==> config.mk <==
export PLATFORM = sky130hd
export DESIGN_NAME = seq_miter_cmp
export DESIGN_NICKNAME = d
export VERILOG_FILES = /design/src/rtl/seq_miter_cmp.sv
export SDC_FILE = /design/constraint.sdc
export NUM_CORES = 1
export LEC_CHECK = 0
export ABC_AREA = 1
export CAP_MARGIN = 0
export CORE_ASPECT_RATIO = 0.7
export CORE_MARGIN = 1.5
export CORE_UTILIZATION = 32
export DETAILED_ROUTE_END_ITERATION = 7
export SLEW_MARGIN = 20
export SYNTH_ARGS = -nofsm -noshare
export SYNTH_HDL_FRONTEND = slang
export SYNTH_SLANG_ARGS = --single-unit
==> constraint.sdc <==
create_clock -name clk -period 1.7 [get_ports clk]
set_clock_uncertainty 0.1 [all_clocks]
set_input_delay 0.34 -clock clk [delete_from_list [all_inputs] [get_ports clk]]
set_output_delay 0.34 -clock clk [all_outputs]
set_load 0.005 [all_outputs]
==> src/rtl/seq_miter_cmp.sv <==
// ---------------------------------------------------------------------------
// seq_miter_cmp
//
// Clocked, multi-channel gold/gate miter. CHANNELS pairs of WIDTH-bit vectors
// are sampled into a register stage, compared with don't-care masking in the
// next stage, and the verdict is committed into sticky per-channel failure
// flags, saturating sample/error counters and a first-mismatch record.
//
// Intended to sit beside gate-level partitions in simulation and emulation,
// where formal equivalence checks are unavailable.
//
// Parameters
//   WIDTH          bits per channel
//   CHANNELS       number of gold/gate pairs
//   CNT_W          width of sample_cnt, err_cnt and first_idx
//   SETTLE_CYCLES  valid samples skipped after start before checking (0 ok)
//   STOP_ON_FAIL   1 = freeze on first mismatch, 0 = keep checking
//
// Ports
//   clk, rst_n     clock, asynchronous active-low reset
//   start          pulse, arms the checker (accepted in IDLE and FAIL)
//   stop           pulse, SETTLE/CHECK -> IDLE, results held
//   clear          synchronous clear of results, state and pipeline
//   in_valid       gold/gate/gold_dc qualify this cycle
//   gold, gate     packed vectors, channel c at [c*WIDTH +: WIDTH]
//   gold_dc        1 = bit is don't-care
//   busy           state is SETTLE or CHECK
//   fail           OR of ch_fail
//   ch_fail        sticky per-channel mismatch
//   first_ch       channel of the first mismatch (lowest index on ties)
//   first_idx      sample index of the first mismatch
//   first_vld      first_ch / first_idx are valid
//   sample_cnt     compared samples, saturating
//   err_cnt        samples with at least one failing channel, saturating
// ---------------------------------------------------------------------------
module seq_miter_cmp #(
   parameter int WIDTH         = 1,
   parameter int CHANNELS      = 4,
   parameter int CNT_W         = 16,
   parameter int SETTLE_CYCLES = 2,
   parameter int STOP_ON_FAIL  = 1,
   localparam int CH_W         = (CHANNELS > 1) ? $clog2(CHANNELS) : 1
) (
   input  logic                        clk,
   input  logic                        rst_n,
   input  logic                        start,
   input  logic                        stop,
   input  logic                        clear,
   input  logic                        in_valid,
   input  logic [CHANNELS*WIDTH-1:0]   gold,
   input  logic [CHANNELS*WIDTH-1:0]   gate,
   input  logic [CHANNELS*WIDTH-1:0]   gold_dc,
   output logic                        busy,
   output logic                        fail,
   output logic [CHANNELS-1:0]         ch_fail,
   output logic [CH_W-1:0]             first_ch,
   output logic [CNT_W-1:0]            first_idx,
   output logic                        first_vld,
   output logic [CNT_W-1:0]            sample_cnt,
   output logic [CNT_W-1:0]            err_cnt
);

   localparam int VEC_W = CHANNELS * WIDTH;
   localparam int SET_W = (SETTLE_CYCLES > 1) ? $clog2(SETTLE_CYCLES + 1) : 1;

   localparam logic [CNT_W-1:0] CNT_MAX = '1;

   // Last settle count before entering CHECK. Unused when SETTLE_CYCLES=0,
   // since SETTLE is then never entered.
   localparam logic [SET_W-1:0] SETTLE_LAST = SET_W'(SETTLE_CYCLES - 1);

   localparam logic [1:0] ST_IDLE   = 2'd0;
   localparam logic [1:0] ST_SETTLE = 2'd1;
   localparam logic [1:0] ST_CHECK  = 2'd2;
   localparam logic [1:0] ST_FAIL   = 2'd3;

   // Where an accepted start lands.
   localparam logic [1:0] ST_ARMED  = (SETTLE_CYCLES == 0) ? ST_CHECK : ST_SETTLE;

   logic [1:0]       state;
   logic [SET_W-1:0] settle_cnt;

   // Stage 1: registered sample.
   logic             s1_vld;
   logic [VEC_W-1:0] s1_gold;
   logic [VEC_W-1:0] s1_gate;
   logic [VEC_W-1:0] s1_dc;

   // Stage 2: combinational verdict on the stage-1 sample.
   logic [CHANNELS-1:0] miss;
   logic                any_miss;
   logic [CH_W-1:0]     low_ch;

   logic capture;
   logic commit;
   logic accept_start;

   assign busy = (state == ST_SETTLE) || (state == ST_CHECK);
   assign fail = |ch_fail;

   // Samples are only taken while actively checking.
   assign capture = (state == ST_CHECK) && in_valid;

   // A sample already in stage 1 is committed even if stop has moved the
   // state to IDLE; only a frozen (FAIL) checker discards it.
   assign commit = s1_vld && (state != ST_FAIL);

   assign accept_start = start && ((state == ST_IDLE) || (state == ST_FAIL));

   // ------------------------------------------------------------------------
   // Control state
   // ------------------------------------------------------------------------
   // NOTE: sequential state is assigned with non-blocking (<=) so every
   // register samples the pre-edge values, independent of block ordering.
   always_ff @(posedge clk or negedge rst_n) begin
      if (!rst_n) begin
         state      <= ST_IDLE;
         settle_cnt <= '0;
      end else if (clear) begin
         state      <= ST_IDLE;
         settle_cnt <= '0;
      end else if (stop && busy) begin
         state      <= ST_IDLE;
      end else begin
         case (state)
            ST_IDLE, ST_FAIL: begin
               if (start) begin
                  state      <= ST_ARMED;
                  settle_cnt <= '0;
               end
            end
            ST_SETTLE: begin
               // Only valid cycles count towards settling.
               if (in_valid) begin
                  if (settle_cnt == SETTLE_LAST) begin
                     state <= ST_CHECK;
                  end else begin
                     settle_cnt <= settle_cnt + SET_W'(1);
                  end
               end
            end
            ST_CHECK: begin
               if (commit && any_miss && (STOP_ON_FAIL != 0)) begin
                  state <= ST_FAIL;
               end
            end
            default: state <= ST_IDLE;
         endcase
      end
   end

   // ------------------------------------------------------------------------
   // Stage 1
   // ------------------------------------------------------------------------
   always_ff @(posedge clk or negedge rst_n) begin
      if (!rst_n) begin
         s1_vld <= 1'b0;
      end else begin
         s1_vld <= capture && !clear;
      end
   end

   // NOTE: the sample data registers carry no reset; they are only ever
   // observed through s1_vld, which is reset, so stale contents are harmless.
   always_ff @(posedge clk) begin
      if (capture) begin
         s1_gold <= gold;
         s1_gate <= gate;
         s1_dc   <= gold_dc;
      end
   end

   // ------------------------------------------------------------------------
   // Stage 2: masked compare
   // ------------------------------------------------------------------------
   // NOTE: every variable written in a combinational block gets a default
   // first, so no path leaves it unassigned and no latch is inferred.
   always_comb begin
      miss = '0;
      for (int c = 0; c < CHANNELS; c++) begin
         miss[c] = |((s1_gold[c*WIDTH +: WIDTH] ^ s1_gate[c*WIDTH +: WIDTH])
                     & ~s1_dc[c*WIDTH +: WIDTH]);
      end
   end

   assign any_miss = |miss;

   // Lowest failing channel: scan downwards so the lowest index wins.
   always_comb begin
      low_ch = '0;
      for (int c = CHANNELS - 1; c >= 0; c--) begin
         if (miss[c]) begin
            low_ch = CH_W'(c);
         end
      end
   end

   // ------------------------------------------------------------------------
   // Results
   // ------------------------------------------------------------------------
   always_ff @(posedge clk or negedge rst_n) begin
      if (!rst_n) begin
         ch_fail    <= '0;
         first_ch   <= '0;
         first_idx  <= '0;
         first_vld  <= 1'b0;
         sample_cnt <= '0;
         err_cnt    <= '0;
      end else if (clear || accept_start) begin
         // Re-arming wipes the previous run; a commit on the same edge is
         // part of the old run and is dropped.
         ch_fail    <= '0;
         first_ch   <= '0;
         first_idx  <= '0;
         first_vld  <= 1'b0;
         sample_cnt <= '0;
         err_cnt    <= '0;
      end else if (commit) begin
         if (sample_cnt != CNT_MAX) begin
            sample_cnt <= sample_cnt + CNT_W'(1);
         end
         if (any_miss) begin
            if (err_cnt != CNT_MAX) begin
               err_cnt <= err_cnt + CNT_W'(1);
            end
            ch_fail <= ch_fail | miss;
            if (!first_vld) begin
               // Index is the count before this sample, already saturated.
               first_ch  <= low_ch;
               first_idx <= sample_cnt;
               first_vld <= 1'b1;
            end
         end
      end
   end

endmodule

[Word level (Yosys, flattened, before mapping)]
Cells that the tools add are included.
Cells by class
  $add $sub $neg: 3
  equal/unequal tests: 16
  multiplexer cells: 38
  bitwise logic cells: 13
  reductions and logical operators: 25
Operators by type and width (number)
  16-bit two-way mux: 11
  2-bit two-way mux: 19
  16-bit by 1-bit adder with 16-bit output, second input constant: 2
  16-bit != test, second input constant: 2
  4-bit two-way mux: 3
  3-bit != test, second input constant: 3
  4-bit by 2-bit != test with 1-bit output, second input constant: 2
  2-bit nonzero test: 4
  4-bit OR reduction: 2
  1-bit logical AND: 6
  2-bit case mux with 3 select lines: 1
  3-bit AND reduction: 2
  5-bit AND reduction: 1
  1-bit AND: 4
  2-bit by 1-bit == test with 1-bit output, second input constant: 2
  2-bit == test, second input constant: 2
  2-bit != test, second input constant: 2
  4-bit by 3-bit != test with 1-bit output, second input constant: 1
  4-bit != test, second input constant: 1
  1-bit inverter: 4
  4-bit bitwise OR: 1
  2-bit case mux with 2 select lines: 1
  2-bit AND reduction: 2
  4-bit AND reduction: 1
  other kinds (9): 16
Word-level totals
  bits in registers: 72
  bits of input ports: 18
  output and inout bits: 57
  logic and storage cells: 107

[Logic depth before layout (Yosys ltp)]
  depth after elaboration: 10
  mapped depth: 11
  mapped depth without buffers: 11

[Worst setup path before layout]
OpenSTA, ideal clock, no wires.
  kind: reg-to-reg
  start: reg state[0]
  end: reg err_cnt[5]
  setup time: 0.126 ns
  arrival time: 1.622 ns
  data required time: 1.474 ns
  path slack: -0.148 ns
  cell stages (with the launch flop): 11
  path buffers: 1
  clock period less this slack: 1.848 ns
  cells stage by stage: dfrtp_1 inv_1 ha_1 inv_1 o21ai_4 inv_2 nand2_1 nand2_2 buf_4 nand2_1 o21ai_0
On the way
  longest elaborated chain between the ends: 6
Ends and longest elaborated chain
  from (decl): line 80  | logic [1:0] state;
  from (signal assigned): line 117  | state <= ST_IDLE;
  from (signal assigned): line 120  | state <= ST_IDLE;
  from (signal assigned): line 123  | state <= ST_IDLE;
  2-bit == test / 2-bit zero test (equally long branches): line 108  | assign accept_start = start && ((state == ST_IDLE) || (state == ST_FAIL));
  1-bit logical OR: line 108
  1-bit logical AND: line 108
  1-bit logical OR: line 209  | end else if (clear || accept_start) begin
  2-bit nonzero test (no line)
  3-bit AND reduction (no line)
  to (signal assigned): line 224  | err_cnt <= err_cnt + CNT_W'(1);
  to (decl): line 60  | output logic [CNT_W-1:0] err_cnt
Parallel ways exist; a longest one is shown, timed or not.
A chain may end at the register's enable or synchronous reset.

[Worst setup path in the final report]
  start: reg state[1]
  end: reg sample_cnt[10]
On the way
  longest elaborated chain between the ends: 6
Ends and longest elaborated chain
  2-bit == test / 2-bit zero test (equally long branches): line 108
  1-bit logical OR: line 108
  1-bit logical AND: line 108
  1-bit logical OR: line 209
  2-bit nonzero test (no line)
  2-bit AND reduction (no line)
  to (signal assigned): line 220  | sample_cnt <= sample_cnt + CNT_W'(1);
  to (decl): line 59  | output logic [CNT_W-1:0] sample_cnt,
Parallel ways exist; a longest one is shown, timed or not.

==> flow_metrics.tcl <==
set metrics [dict create \
    status "finished with violations" \
    violations "setup timing" \
    grt_pass1_vias 3601 \
    ff2ff_setup_slack_ns -0.13 \
    avgSynthCellArea_sq_um 8.11 \
    syn-num-nets 496 \
    cap_violations 0 \
    synth_seq_cells 72 \
    cts_made_buffers 9 \
    drtPass1Iterations 4 \
    crit_chain "ha_4 -> inv_4 -> o21ai_4 -> nor2_4 -> nand3_2 -> o21ai_4 -> buf_12 -> buf_12 -> nand2_4 -> nand2_2" \
    clock-root-buffer "clkbuf_16" \
    p_leak_nw 3.26 \
    synth_top_area_cell "dfrtp_1" \
    fin_crit_ns 1.83 \
    numPortBuffers 74 \
    routed_wl_microns 11500 \
    yosysUniqueCellTypes 34 \
    nFillCells 1074 \
    synth.area.top_cells "dfrtp_1 39%, nand2_1 16%, edfxtp_1 9.4%" \
    fin_crit_sh 1.08 \
    ys.warnings.count 0 \
    synth_area_sq_um 3830 \
    vias 3805 \
    rsz0062_at_grt "yes" \
    cts_tree "built" \
    peakVddDrop_mv 0.553 \
    setup_tns_ns -3.23 \
    routedWlPerCell_microns 14.0 \
    cts.path.max_buffers 2 \
    drive_gt1_frac 0.338 \
    dpl_worst_slack_ns -0.469 \
    postSynthCellCount 472 \
    crit_type "flop to flop" \
    n_antenna_cell 0 \
    grt_max_degree 32 \
    core_sq_um 11700 \
    drt-vias-per-instance 4.64 \
    grt_pass1_wl_microns 18300 \
    h-tree-depth 3 \
    yosysSeqAreaShare 0.487 \
    ant_nets 0 \
    place_inst 765 \
    powerDensity_nw_per_um2 893 \
    regToRegStartpoint "state[1]" \
    antenna_found_initial 0 \
    max_freq_mhz 546 \
    crit_path_start_kind "flop" \
    cp_slowest_cell "dfrtp_1" \
    setup_ws_ns -0.131 \
    gp_congestion 0.838 \
    io_pins 75 \
    slew_violations 0 \
    tightest_slew_ns 0.415 \
    synth_top_area_frac 0.392 \
    drc 0 \
    grt_use_total 0.187 \
    critPathRequiredTime_ns 1.82 \
    hold_viol 0 \
    fin_nets 682 \
    clk_pin_slew_ns 0.06 \
    cts_sinks 72 \
    finalSetupViolCount 47 \
    start_util 0.327 \
    grt_overflow 0 \
    dr.first_iter.drc_count 212 \
    slowest_delay_ns 0.41 \
    place_hpwl_microns 7850 \
    num_rows 33 \
    dieArea_sq_um 12600 \
    area_delta_synth_final_pct 66.7 \
    rr_endpoint "sample_cnt[10]" \
    clock_latency_ns 0.34 \
    die_w_microns 134 \
    crit_path_end_kind "flop" \
    stdcell_count 820 \
    path_max_fanout 7 \
    r2r_cells 10 \
    fp.dieH_microns 94.5 \
    maxSlewHeadroom 0.724 \
    cp.arrival_ns 1.95 \
    hold_path.class "primary input to async pin" \
]
[cells in the mapped netlist]
master,instances
clkbuf_8,1
nand3b_1,1
nor2_4,3
o21ai_0,15
buf_2,1
nand2_1,167
o21ai_2,6
clkbuf_1,4
nor3_4,2
o21bai_1,3
nand3_2,2
xor2_1,17
buf_12,1
a211oi_1,1
buf_6,1
inv_1,34
o21ai_4,2
inv_2,3
buf_4,3
nand3_1,37
xnor2_1,3
edfxtp_1,12
nand4_1,9
nor2_1,56
dfrtp_1,60
o21a_1,1
o21ai_1,3
a21oi_1,5
or2_2,2
a31o_2,1
nor2_2,1
ha_1,6
nand2_2,4
nor3_1,5
[worst max-delay path: cells and delay by family (launching register included)]
kind / cells / cell delay (ns)
fa+ha+maj: 1 / 0.30
simple gates: 4 / 0.26
flops: 1 / 0.41
buf+inv: 3 / 0.34
compound gates: 2 / 0.30
[cells by family after synthesis]
kind of cell,Yosys count,share of synthesized area
buf+inv,48,0.0592
simple gates,289,0.324
xor+xnor,20,0.0458
fa+ha+maj,6,0.0196
compound gates,37,0.0644
flops,72,0.487
[repair_timing]
item / in CTS / in global routing
hold buffers: 1 / 0
endpoints found under the hold margin: 13 / 0
gates resized for setup: 79 / 73
endpoints found under the setup margin: 87 / 61
cloned: 2 / 1
buffers inserted: 28 / 7
pin swaps: 5 / 26
[final cells by class]
cell class                      count  area [sq um]  area share
Multi-Input combinational cell    354          2100       0.330
Sequential cell                    72          1870       0.293
Clock inverter                      6          60.1     0.00941
Clock buffer                       10           229      0.0359
Inverter                           37           154      0.0241
Tap cell                          157           196      0.0308
Timing Repair Buffer              184          1770       0.278
[state kept, by name, indices dropped and copies added, names as in the netlist, 4 cells and up]
name        cells
s1_gate         4
sample_cnt     16
s1_dc           4
first_idx      16
err_cnt        16
ch_fail         4
s1_gold         4
[worst max path at each step]
stage | from | to | slack, ns | depth (start not counted)
after detailed placement | clear | err_cnt[7] | -0.47 | 10
final | state[1] | sample_cnt[10] | -0.13 | 10
after CTS | state[0] | sample_cnt[10] | -0.12 | 11
after floorplan | state[1] | sample_cnt[11] | -0.02 | 9
after global routing | err_cnt[0] | err_cnt[12] | -0.24 | 10
after global placement | clear | err_cnt[15] | -0.38 | 10
[layer usage]
metal / track usage / wire, microns
met5: 0 / 0
met1: 0.262 / 5380
met4: 0.0634 / 233
met2: 0.291 / 5360
met3: 0.0370 / 518
[layout by cell type (no fill, tap or decap), types with 5 or more instances in the layout]
cell type,synthesis,layout
clkbuf_16,0,10
nand2_8,0,5
nand2_1,167,128
dlymetal6s2s_1,0,6
nor2_1,56,46
xor2_1,17,17
inv_1,34,30
o21ai_0,15,5
edfxtp_1,12,12
nor2_2,1,9
o21ai_2,6,10
buf_6,1,20
a21oi_1,5,5
buf_4,3,78
nor2_4,3,5
clkdlybuf4s50_1,0,37
nand3_1,37,35
dfrtp_1,60,56
buf_12,1,11
nand4_1,9,9
o21ai_1,3,9
dlygate4sd2_1,0,29
nand2_4,0,11
nand2_2,4,29
[through the flow]
| stage | hold WS, ns | area, sq um | total power [W] | utilization |
|---|---|---|---|---|
| finish | 0.369 | 6380 | 0.00570 | 0.546 |
| global route | 0.395 | 6380 | 0.00600 | 0.546 |
| CTS | 0.374 | 6070 | 0.00550 | 0.519 |
| detailed placement | 0.193 | 5390 | 0.00344 | 0.461 |
| global placement | 0.190 | 5390 | 0.00341 | 0.461 |
| floorplan | -0.0556 | 3920 | 0.00276 | - |
[power breakdown]
part           total [W]  switching (W)  internal, W
Combinational    0.00192        0.00101     0.000914
Sequential       0.00194      0.0000709      0.00187
Clock            0.00183       0.000703      0.00113
No activity file was read; power rests on OpenSTA's default activity.
